File: src/rtl/gol_pkg.sv
`default_nettype none
// ============================================================================
// Package     : gol_pkg
// Description : Shared constants and types for the life grid and its pattern
//               loader: grid geometry, loader state encoding, and helpers
//               for word count and word-index width.
// Revision    : 1.0 - initial release
// ============================================================================
package gol_pkg;

    // Grid geometry shared with the grid top.
    localparam int CELLS_X = 32;
    localparam int CELLS_Y = CELLS_X / 16 * 9;

    typedef enum logic [2:0] {
        ST_IDLE   = 3'd0,
        ST_LOAD   = 3'd1,
        ST_COMMIT = 3'd2,
        ST_SETTLE = 3'd3,
        ST_PULSE  = 3'd4
    } loader_state_t;

    // Number of stream words making up one full frame.
    function automatic int gol_words(input int cells_x, input int cells_y, input int word_w);
        return cells_x * cells_y / word_w;
    endfunction

    // Word-index width; a one-word frame still gets a 1-bit index.
    function automatic int gol_idx_w(input int words);
        return (words > 1) ? $clog2(words) : 1;
    endfunction

endpackage : gol_pkg
`default_nettype wire

File: src/rtl/gol_frame_buffer.sv
`default_nettype none
// ============================================================================
// Module      : gol_frame_buffer
// Description : Shadow buffer for one cell frame. Written one stream word at
//               a time by word index; read out as the whole frame at once.
// Ports       : clk   - clock
//               we    - write enable for this cycle's word
//               k     - word index to write
//               data  - word contents (bit b -> flat cell k*WORD_W+b)
//               frame - full frame, row-major, LSB = lowest column
// Revision    : 1.0 - initial release
// ============================================================================
module gol_frame_buffer #(
    parameter int CELLS_X = 32,
    parameter int CELLS_Y = 18,
    parameter int WORD_W  = 8,
    parameter int KW      = 7
) (
    input  logic                            clk,
    input  logic                            we,
    input  logic [KW-1:0]                   k,
    input  logic [WORD_W-1:0]               data,
    output logic [CELLS_Y-1:0][CELLS_X-1:0] frame
);
    import gol_pkg::*;

    localparam int WORDS = gol_words(CELLS_X, CELLS_Y, WORD_W);

    // Word k occupies flat bits k*WORD_W +: WORD_W, which is exactly the
    // row-major flattening of the [row][col] frame, so the read is a rename.
    logic [WORDS-1:0][WORD_W-1:0] r_mem;

    // No reset: contents only matter once a complete frame has been written.
    always_ff @(posedge clk) begin
        if (we) begin
            r_mem[k] <= data;
        end
    end

    assign frame = r_mem;

endmodule : gol_frame_buffer
`default_nettype wire

File: src/rtl/gol_pattern_loader.sv
`default_nettype none
// ============================================================================
// Module      : gol_pattern_loader
// Description : Assembles a host word stream into a full cell frame, then
//               presents it on cells_in and strobes overwrite so the grid
//               latches it.
// Ports       : clk, rst            - clock, synchronous active-high reset
//               in_valid/in_ready   - stream handshake
//               in_data, in_first   - word payload, first-word-of-frame mark
//               cells_in            - registered frame to the grid
//               overwrite           - grid load strobe (OVR_CYCLES long)
//               frame_done          - one-cycle pulse at load completion
//               sync_err            - sticky framing error
// Revision    : 1.0 - initial release
// ============================================================================
module gol_pattern_loader #(
    parameter int CELLS_X    = gol_pkg::CELLS_X,
    parameter int CELLS_Y    = gol_pkg::CELLS_Y,
    parameter int WORD_W     = 8,
    parameter int OVR_CYCLES = 2
) (
    input  logic                            clk,
    input  logic                            rst,
    input  logic                            in_valid,
    output logic                            in_ready,
    input  logic [WORD_W-1:0]               in_data,
    input  logic                            in_first,
    output logic [CELLS_Y-1:0][CELLS_X-1:0] cells_in,
    output logic                            overwrite,
    output logic                            frame_done,
    output logic                            sync_err
);
    import gol_pkg::*;

    localparam int WORDS = gol_words(CELLS_X, CELLS_Y, WORD_W);
    localparam int KW    = gol_idx_w(WORDS);
    localparam int OW    = (OVR_CYCLES > 1) ? $clog2(OVR_CYCLES) : 1;

    loader_state_t                   r_state;
    logic [KW-1:0]                   r_k;
    logic [OW-1:0]                   r_ovr_cnt;
    logic                            r_ready;
    logic                            r_overwrite;
    logic                            r_frame_done;
    logic                            r_sync_err;
    logic [CELLS_Y-1:0][CELLS_X-1:0] r_cells;

    logic                            w_accept;
    logic                            w_wr_en;
    logic [KW-1:0]                   w_wr_k;
    logic                            w_last;
    logic [CELLS_Y-1:0][CELLS_X-1:0] w_frame;

    assign w_accept = in_valid && in_ready;
    // In IDLE only a first-word starts a frame; in LOAD every word is kept.
    assign w_wr_en  = w_accept && ((r_state == ST_LOAD) || in_first);
    // A first-word always lands at index 0, restarting any partial frame.
    assign w_wr_k   = in_first ? '0 : r_k;
    assign w_last   = (w_wr_k == KW'(WORDS - 1));

    gol_frame_buffer #(
        .CELLS_X (CELLS_X),
        .CELLS_Y (CELLS_Y),
        .WORD_W  (WORD_W),
        .KW      (KW)
    ) u_frame_buffer (
        .clk   (clk),
        .we    (w_wr_en),
        .k     (w_wr_k),
        .data  (in_data),
        .frame (w_frame)
    );

    always_ff @(posedge clk) begin
        if (rst) begin
            r_state      <= ST_IDLE;
            r_k          <= '0;
            r_ovr_cnt    <= '0;
            r_ready      <= 1'b0;
            r_overwrite  <= 1'b0;
            r_frame_done <= 1'b0;
            r_sync_err   <= 1'b0;
            r_cells      <= '0;
        end else begin
            r_frame_done <= 1'b0;
            case (r_state)
                ST_IDLE, ST_LOAD: begin
                    r_ready <= 1'b1;
                    // Stray word in IDLE or unexpected restart in LOAD.
                    if (w_accept && ((r_state == ST_IDLE) != in_first)) begin
                        r_sync_err <= 1'b1;
                    end
                    if (w_wr_en) begin
                        if (w_last) begin
                            r_state <= ST_COMMIT;
                            r_ready <= 1'b0;
                            r_k     <= '0;
                        end else begin
                            r_state <= ST_LOAD;
                            r_k     <= w_wr_k + KW'(1);
                        end
                    end
                end
                ST_COMMIT: begin
                    // Whole frame moves in one edge, a cycle ahead of overwrite.
                    r_cells <= w_frame;
                    r_state <= ST_SETTLE;
                end
                ST_SETTLE: begin
                    r_overwrite <= 1'b1;
                    r_ovr_cnt   <= OW'(OVR_CYCLES - 1);
                    r_state     <= ST_PULSE;
                end
                ST_PULSE: begin
                    if (r_ovr_cnt == '0) begin
                        r_overwrite  <= 1'b0;
                        r_frame_done <= 1'b1;
                        r_ready      <= 1'b1;
                        r_state      <= ST_IDLE;
                    end else begin
                        r_ovr_cnt <= r_ovr_cnt - OW'(1);
                    end
                end
                default: begin
                    r_state <= ST_IDLE;
                    r_ready <= 1'b0;
                end
            endcase
        end
    end

    // Gated by rst so nothing is offered while reset is held.
    assign in_ready   = r_ready && !rst;
    assign cells_in   = r_cells;
    assign overwrite  = r_overwrite;
    assign frame_done = r_frame_done;
    assign sync_err   = r_sync_err;

endmodule : gol_pattern_loader
`default_nettype wire

File: config.mk
export PLATFORM = sky130hd
export DESIGN_NAME = gol_pattern_loader
export DESIGN_NICKNAME = d
export VERILOG_FILES = /design/src/rtl/gol_pkg.sv /design/src/rtl/gol_frame_buffer.sv /design/src/rtl/gol_pattern_loader.sv
export SDC_FILE = /design/constraint.sdc
export NUM_CORES = 2
export LEC_CHECK = 0
export CAP_MARGIN = 20
export CORE_MARGIN = 1.5
export CORE_UTILIZATION = 60
export CTS_BUF_LIST = sky130_fd_sc_hd__clkbuf_4 sky130_fd_sc_hd__clkbuf_8
export DETAILED_ROUTE_END_ITERATION = 10
export GPL_ROUTABILITY_DRIVEN = 0
export PLACE_DENSITY = 0.89
export SETUP_SLACK_MARGIN = 0.4
export SLEW_MARGIN = 20
export SYNTH_ARGS = -nofsm -noshare
export SYNTH_HDL_FRONTEND = slang
export SYNTH_HIERARCHICAL = 1
export SYNTH_SLANG_ARGS = --single-unit
File: constraint.sdc
create_clock -name clk -period 5 [get_ports clk]
set_input_delay 0.5 -clock clk [delete_from_list [all_inputs] [get_ports clk]]
set_output_delay 0.5 -clock clk [all_outputs]
set_load 0.01 [all_outputs]
After elaboration in Yosys (flattened, before gate mapping)
Index checks and enable logic that the tools add are counted.
- flip-flop bits (word level): 1167
- latch bits: 0
- RAM bits: 0
- bits in read-only memories: 0
- bits of input ports: 12
- output and inout port bits: 580
- logic and storage cells: 146
- memories: 0
- add/sub/neg operators: 2
- $mul: 0
- divide/modulo/power cells: 0
- magnitude comparators: 2
- eq/ne operators: 8
- shift operators: 0
- muxes and demuxes: 18
- bitwise operators: 2
- reduce and logical (&&, ||, !) cells: 17
- operators with widths (operator ; count):
    576-bit bitwise mux ; 1
    8-bit demux with 7-bit select ; 1
    7-bit 2-to-1 mux ; 2
    3-bit one-hot mux with 4 select lines ; 1
    2-bit AND reduction ; 5
    7-bit by 8-bit < comparator with 1-bit output (second input constant) ; 1
    8-bit 2-to-1 mux ; 1
    7-bit by 1-bit adder with 7-bit output (second input constant) ; 1
    7-bit == test (second input constant) ; 1
    7-bit by 1-bit greater-or-equal comparator with 1-bit output (second input constant) ; 1
    3-bit by 2-bit == test with 1-bit output (second input constant) ; 2
    1-bit 2-to-1 mux ; 6
    3-bit 2-to-1 mux ; 2
    2-bit OR reduction ; 3
    1-bit logical AND ; 5
    1-bit one-hot mux with 2 select lines ; 2
    3-bit by 1-bit == test with 1-bit output (second input constant) ; 1
    3-bit == test (second input constant) ; 1
    3-bit logical NOT ; 1
    1-bit one-hot mux with 3 select lines ; 1
    2-bit 2-to-1 mux ; 1
    2-bit by 1-bit inequality test with 1-bit output (second input constant) ; 1
    2-bit inequality test (second input constant) ; 1
    1-bit NOT ; 2
    5 further kinds ; 5

Depth between registers and ports, before layout
- depth in word-level cells: 6
- gate-level depth with buffers: 8
- depth with buffers taken out: 5

Modules after synthesis
The synthesis kept the hierarchy.
- modules (own cells, without submodules) (module ; instances ; cells each ; area each (µm²) ; sequential area each (µm²)):
    gol_pattern_loader ; 1 ; 2603 ; 20372.0 ; 11831.3
    gol_frame_buffer ; 1 ; 681 ; 17820.8 ; 17296.6

Worst setup path after synthesis
Ideal clock, no wire load.
- path type: input -> register
- from: input port in_first
- to: register u_frame_buffer.r_mem, in the netlist u_frame_buffer/frame[0], enable pin
- setup time: 0.370 ns
- arrival time: 2.220 ns
- required time: 4.630 ns
- path slack: 2.410 ns
- stages on the path: 7
- path buffers: 4
- path through: buf_2 buf_1 nor2b_1 buf_2 or4b_1 buf_4 nor2_1
- longest elaborated chain between the ends: 2
- ends and longest elaborated chain (what ; RTL line ; text):
    start: declaration ; gol_pattern_loader.sv:27 ; input logic in_first,
    1-bit logical OR ; gol_pattern_loader.sv:56 ; assign w_wr_en = w_accept && ((r_state == ST_LOAD) || in_first);
    1-bit logical AND ; gol_pattern_loader.sv:56 ;
    end signal: indexed assignment ; gol_frame_buffer.sv:36 ; r_mem[k] <= data;
    end: declaration ; gol_frame_buffer.sv:31 ; logic [WORDS-1:0][WORD_W-1:0] r_mem;
Every way passes these cells.
A chain may end at the register's enable or synchronous reset.

Worst setup path in the final report
- from: register r_state[2]
- to: register u_frame_buffer.r_mem, in the netlist u_frame_buffer/frame[430], enable pin
- longest elaborated chain between the ends: 3
- ends and longest elaborated chain (what ; RTL line ; text):
    start: declaration ; gol_pattern_loader.sv:39 ; loader_state_t r_state;
    start signal: assignment ; gol_pattern_loader.sv:76 ; r_state <= ST_IDLE;
    start signal: assignment ; gol_pattern_loader.sv:95 ; r_state <= ST_COMMIT;
    start signal: assignment ; gol_pattern_loader.sv:99 ; r_state <= ST_LOAD;
    3-bit by 1-bit == test with 1-bit output ; gol_pattern_loader.sv:56 ;
    1-bit logical OR ; gol_pattern_loader.sv:56 ;
    1-bit logical AND ; gol_pattern_loader.sv:56 ;
    named net w_wr_en ; gol_pattern_loader.sv:49 ; logic w_wr_en;
The timed path passes the listed nets, and every way through them passes these cells.

==> results.cfg <==
[placement]
place_inst = 4548
numPortBuffers = 591
placed_area_um2 = 44650
dp_hpwl_um = 66180

[clocking]
cts_root_buf = clkbuf_8
cts_tree = done
h-tree-depth = 4
cts.clk_slew.worst_paths_ps = 60
clock-sinks = 1167
cts_max_path_buffers = 3
cts_made_buffers = 172
clkLatencyLatePin_ps = 820
post_cts_resize_count = 0

[setup_path]
worst_path_most_repeated_cell = nor2_1
reg2regPathDepth = 6
r2r_slack_ps = 1710
crit_type = reg2reg
crit_chain = nor2_1, a21oi_1, nor2_1, nand4b_1, buf_4, nor2_1
r2r_end = u_frame_buffer/frame[430]
end_kind = flop
critPathTopFamily = simple AND/OR/NAND/NOR gates
critPathMaxStageDelay_ps = 740
cp_slowest_cell = nor2_1
critPathArrivalTime_ps = 3710
cp-startpoint = r_state[2]
crit_fanout = 12
timing.rr.start = r_state[2]
worst-path-buf-inv = 1
cp-start-kind = flop
critPathRequiredTime_ps = 5420

[timing]
worst_clock_skew_ps = 37.78
worstMarginPinSlew_ps = 1201
fmax_ghz = 0.3038
setup_viol = 0
rsz0062_at_grt = false
timing.final.crit_share = 0.6582
finalHoldViolations = 0
drv_slew = 0
fin_tns_setup_ps = 0
period_minus_slack_ps = 3291
slew_headroom = 0.1994
hold_slack_ps = 69.01

[grt]
grt_pass1_vias = 28125
antenna_found_initial = 1
grt_usage = 0.3391
grt_first_pass_wirelength_um = 166400
grt_start_max_net_pins = 208
overflow = 0

[drt]
vias = 28057
drtPass1Iterations = 8
antenna_left = 0
viasPerCell = 5.754
drcViolationCount = 0
routed_wl_um = 113200
wl_per_cell_um = 23.22
drtIter0Drc = 3197

[worst_hold_path]
hold_end = cells_in[310]
worstHoldStart = rst
hold_path_class = in2reg
hold_depth = 2

[synth]
synth_cells = 3284
synth_edf_count = 576
syn_area_um2 = 38190
ys_ff_latch = 1167
synthDistinctLibCells = 39
yosys_warnings = 6
async_flop_share = 0
synth_fp_nets = 3297
ys.flop_type = dfxtp_1
synth_seq_area_share = 0.7627
synth.avg_cell_area_um2 = 11.63

[power_and_ir_drop]
finalPower_uw = 18170
p_seq_frac = 0.552
pwr-share-clk = 0.436
intPower_uw = 14300
leakagePower_uw = 0.01547
p_comb_frac = 0.013
powerDensity_nw_per_um2 = 376.5
ir_drop_mv = 0.3276
p_switching_uw = 3870
swShare = 0.2130

[layout]
drive_above_1_share = 0.09159
area_growth_pct = 26.35
finalNonFillerCells = 4876
nets = 3890
fin_area_um2 = 48260

[floorplanning]
fp-row-count = 92
die_h_um = 255.3
die_w_um = 255.3
initial_core_util = 0.6066
core-area_um2 = 62970
dieArea_um2 = 65180
pin_count = 592

[run_status]
status = complete, no violations

[flow_run]
maxCapViolCount = 0
[cells in the mapped netlist (2+ instances only)]
cell type / n / area share
nand4bb_1: 6 / 0.0018
nor3_1: 5 / 0.00066
or4_1: 2 / 0.00039
a21oi_1: 590 / 0.077
or2_2: 4 / 0.00066
a31oi_1: 3 / 0.00049
nor2_2: 4 / 0.00066
nor2_1: 79 / 0.0078
nand2_1: 1163 / 0.11
or3_1: 3 / 0.00049
clkbuf_1: 134 / 0.013
buf_1: 6 / 0.00059
buf_2: 72 / 0.0094
and3_1: 3 / 0.00049
nor2b_1: 8 / 0.0013
or4b_1: 6 / 0.0016
dfxtp_1: 591 / 0.31
edfxtp_1: 576 / 0.45
nand4b_1: 4 / 0.00092
o21ai_0: 5 / 0.00066
o41ai_1: 2 / 0.00046
[cells by family (layout without fill, tap and decap cells)]
| logic type | after synthesis | after routing | share of synthesized area |
|---|---|---|---|
| compound gates | 606 | 606 | 0.08033 |
| xor+xnor | 1 | 1 | 0.0002294 |
| fa+ha+maj | 1 | 1 | 0.0003275 |
| buf+inv | 215 | 960 | 0.02382 |
| flops | 1167 | 1167 | 0.7627 |
| other cells | 0 | 1 | 0 |
| simple gates | 1294 | 1294 | 0.1326 |
[cell type report]
type | count | area, µm²
Sequential cell | 1167 | 29130
Fill cell | 3488 | 14710
Multi-Input combinational cell | 1902 | 8163
Timing Repair Buffer | 634 | 6306
Clock buffer | 269 | 3239
Tap cell | 846 | 1059
Clock inverter | 57 | 359.1
Antenna cell | 1 | 2.502
[placed cells by master, fill, tap and decap left out, types with 8 or more instances in the layout]
| cell type | instances |
|---|---|
| nand2_1 | 1163 |
| dfxtp_1 | 591 |
| a21oi_1 | 590 |
| clkdlybuf4s50_1 | 582 |
| edfxtp_1 | 576 |
| clkbuf_8 | 195 |
| nor2_1 | 79 |
| clkbuf_4 | 74 |
| buf_4 | 34 |
| clkinv_2 | 24 |
| clkinv_1 | 19 |
| nor2b_1 | 8 |
| buf_2 | 8 |
| buf_12 | 8 |
[metal layers]
metal  part of all wire  wire length [µm]  track usage
met5                  0                 0            0
met4              0.071              7988       0.2386
met1               0.34             38920       0.3975
met3              0.092             10460      0.06994
met2               0.49             55870       0.5611
[power by group through the flow]
stage                     logic (µW)  registers [µW]  clock network (µW)
final                            230           10000                7910
after global routing             236           10000                8350
after CTS                        223           10000                7970
after detailed placement         222           10200                   0
after global placement           218           10200                   0
after floorplan                 77.8           10200                   0
[metrics by stage]
| stage | setup WS, ps | util |
|---|---|---|
| finish | 1709 | 0.7664 |
| global route | 1643 | 0.7664 |
| CTS | 1771 | 0.7664 |
| detailed placement | 973.7 | 0.7090 |
| global placement | 1098 | 0.7090 |
| floorplan | 2410 | - |
[timing repair]
item | in CTS | in global routing
hold buffers | 1 | 0
setup buffers | 0 | 0
hold endpoints to repair | 1 | 0
[how the worst max path moves through the flow]
stage                     cells past startpoint                         to  slack, ps
after floorplan                               7    u_frame_buffer/frame[0]       2410
after global placement                        6  u_frame_buffer/frame[428]       1100
after detailed placement                      6  u_frame_buffer/frame[430]        970
after CTS                                     6  u_frame_buffer/frame[430]       1770
after global routing                          6  u_frame_buffer/frame[424]       1640
final                                         6  u_frame_buffer/frame[430]       1710
[flip-flops by register name, indices dropped and copies added, names as in the netlist]
signal / flops
cells_in: 576
overwrite: 1
r_k: 7
r_state: 3
sync_err: 1
r_ovr_cnt: 1
frame_done: 1
r_ready: 1
u_frame_buffer/frame: 576
No activity file was read; power rests on OpenSTA's default activity.
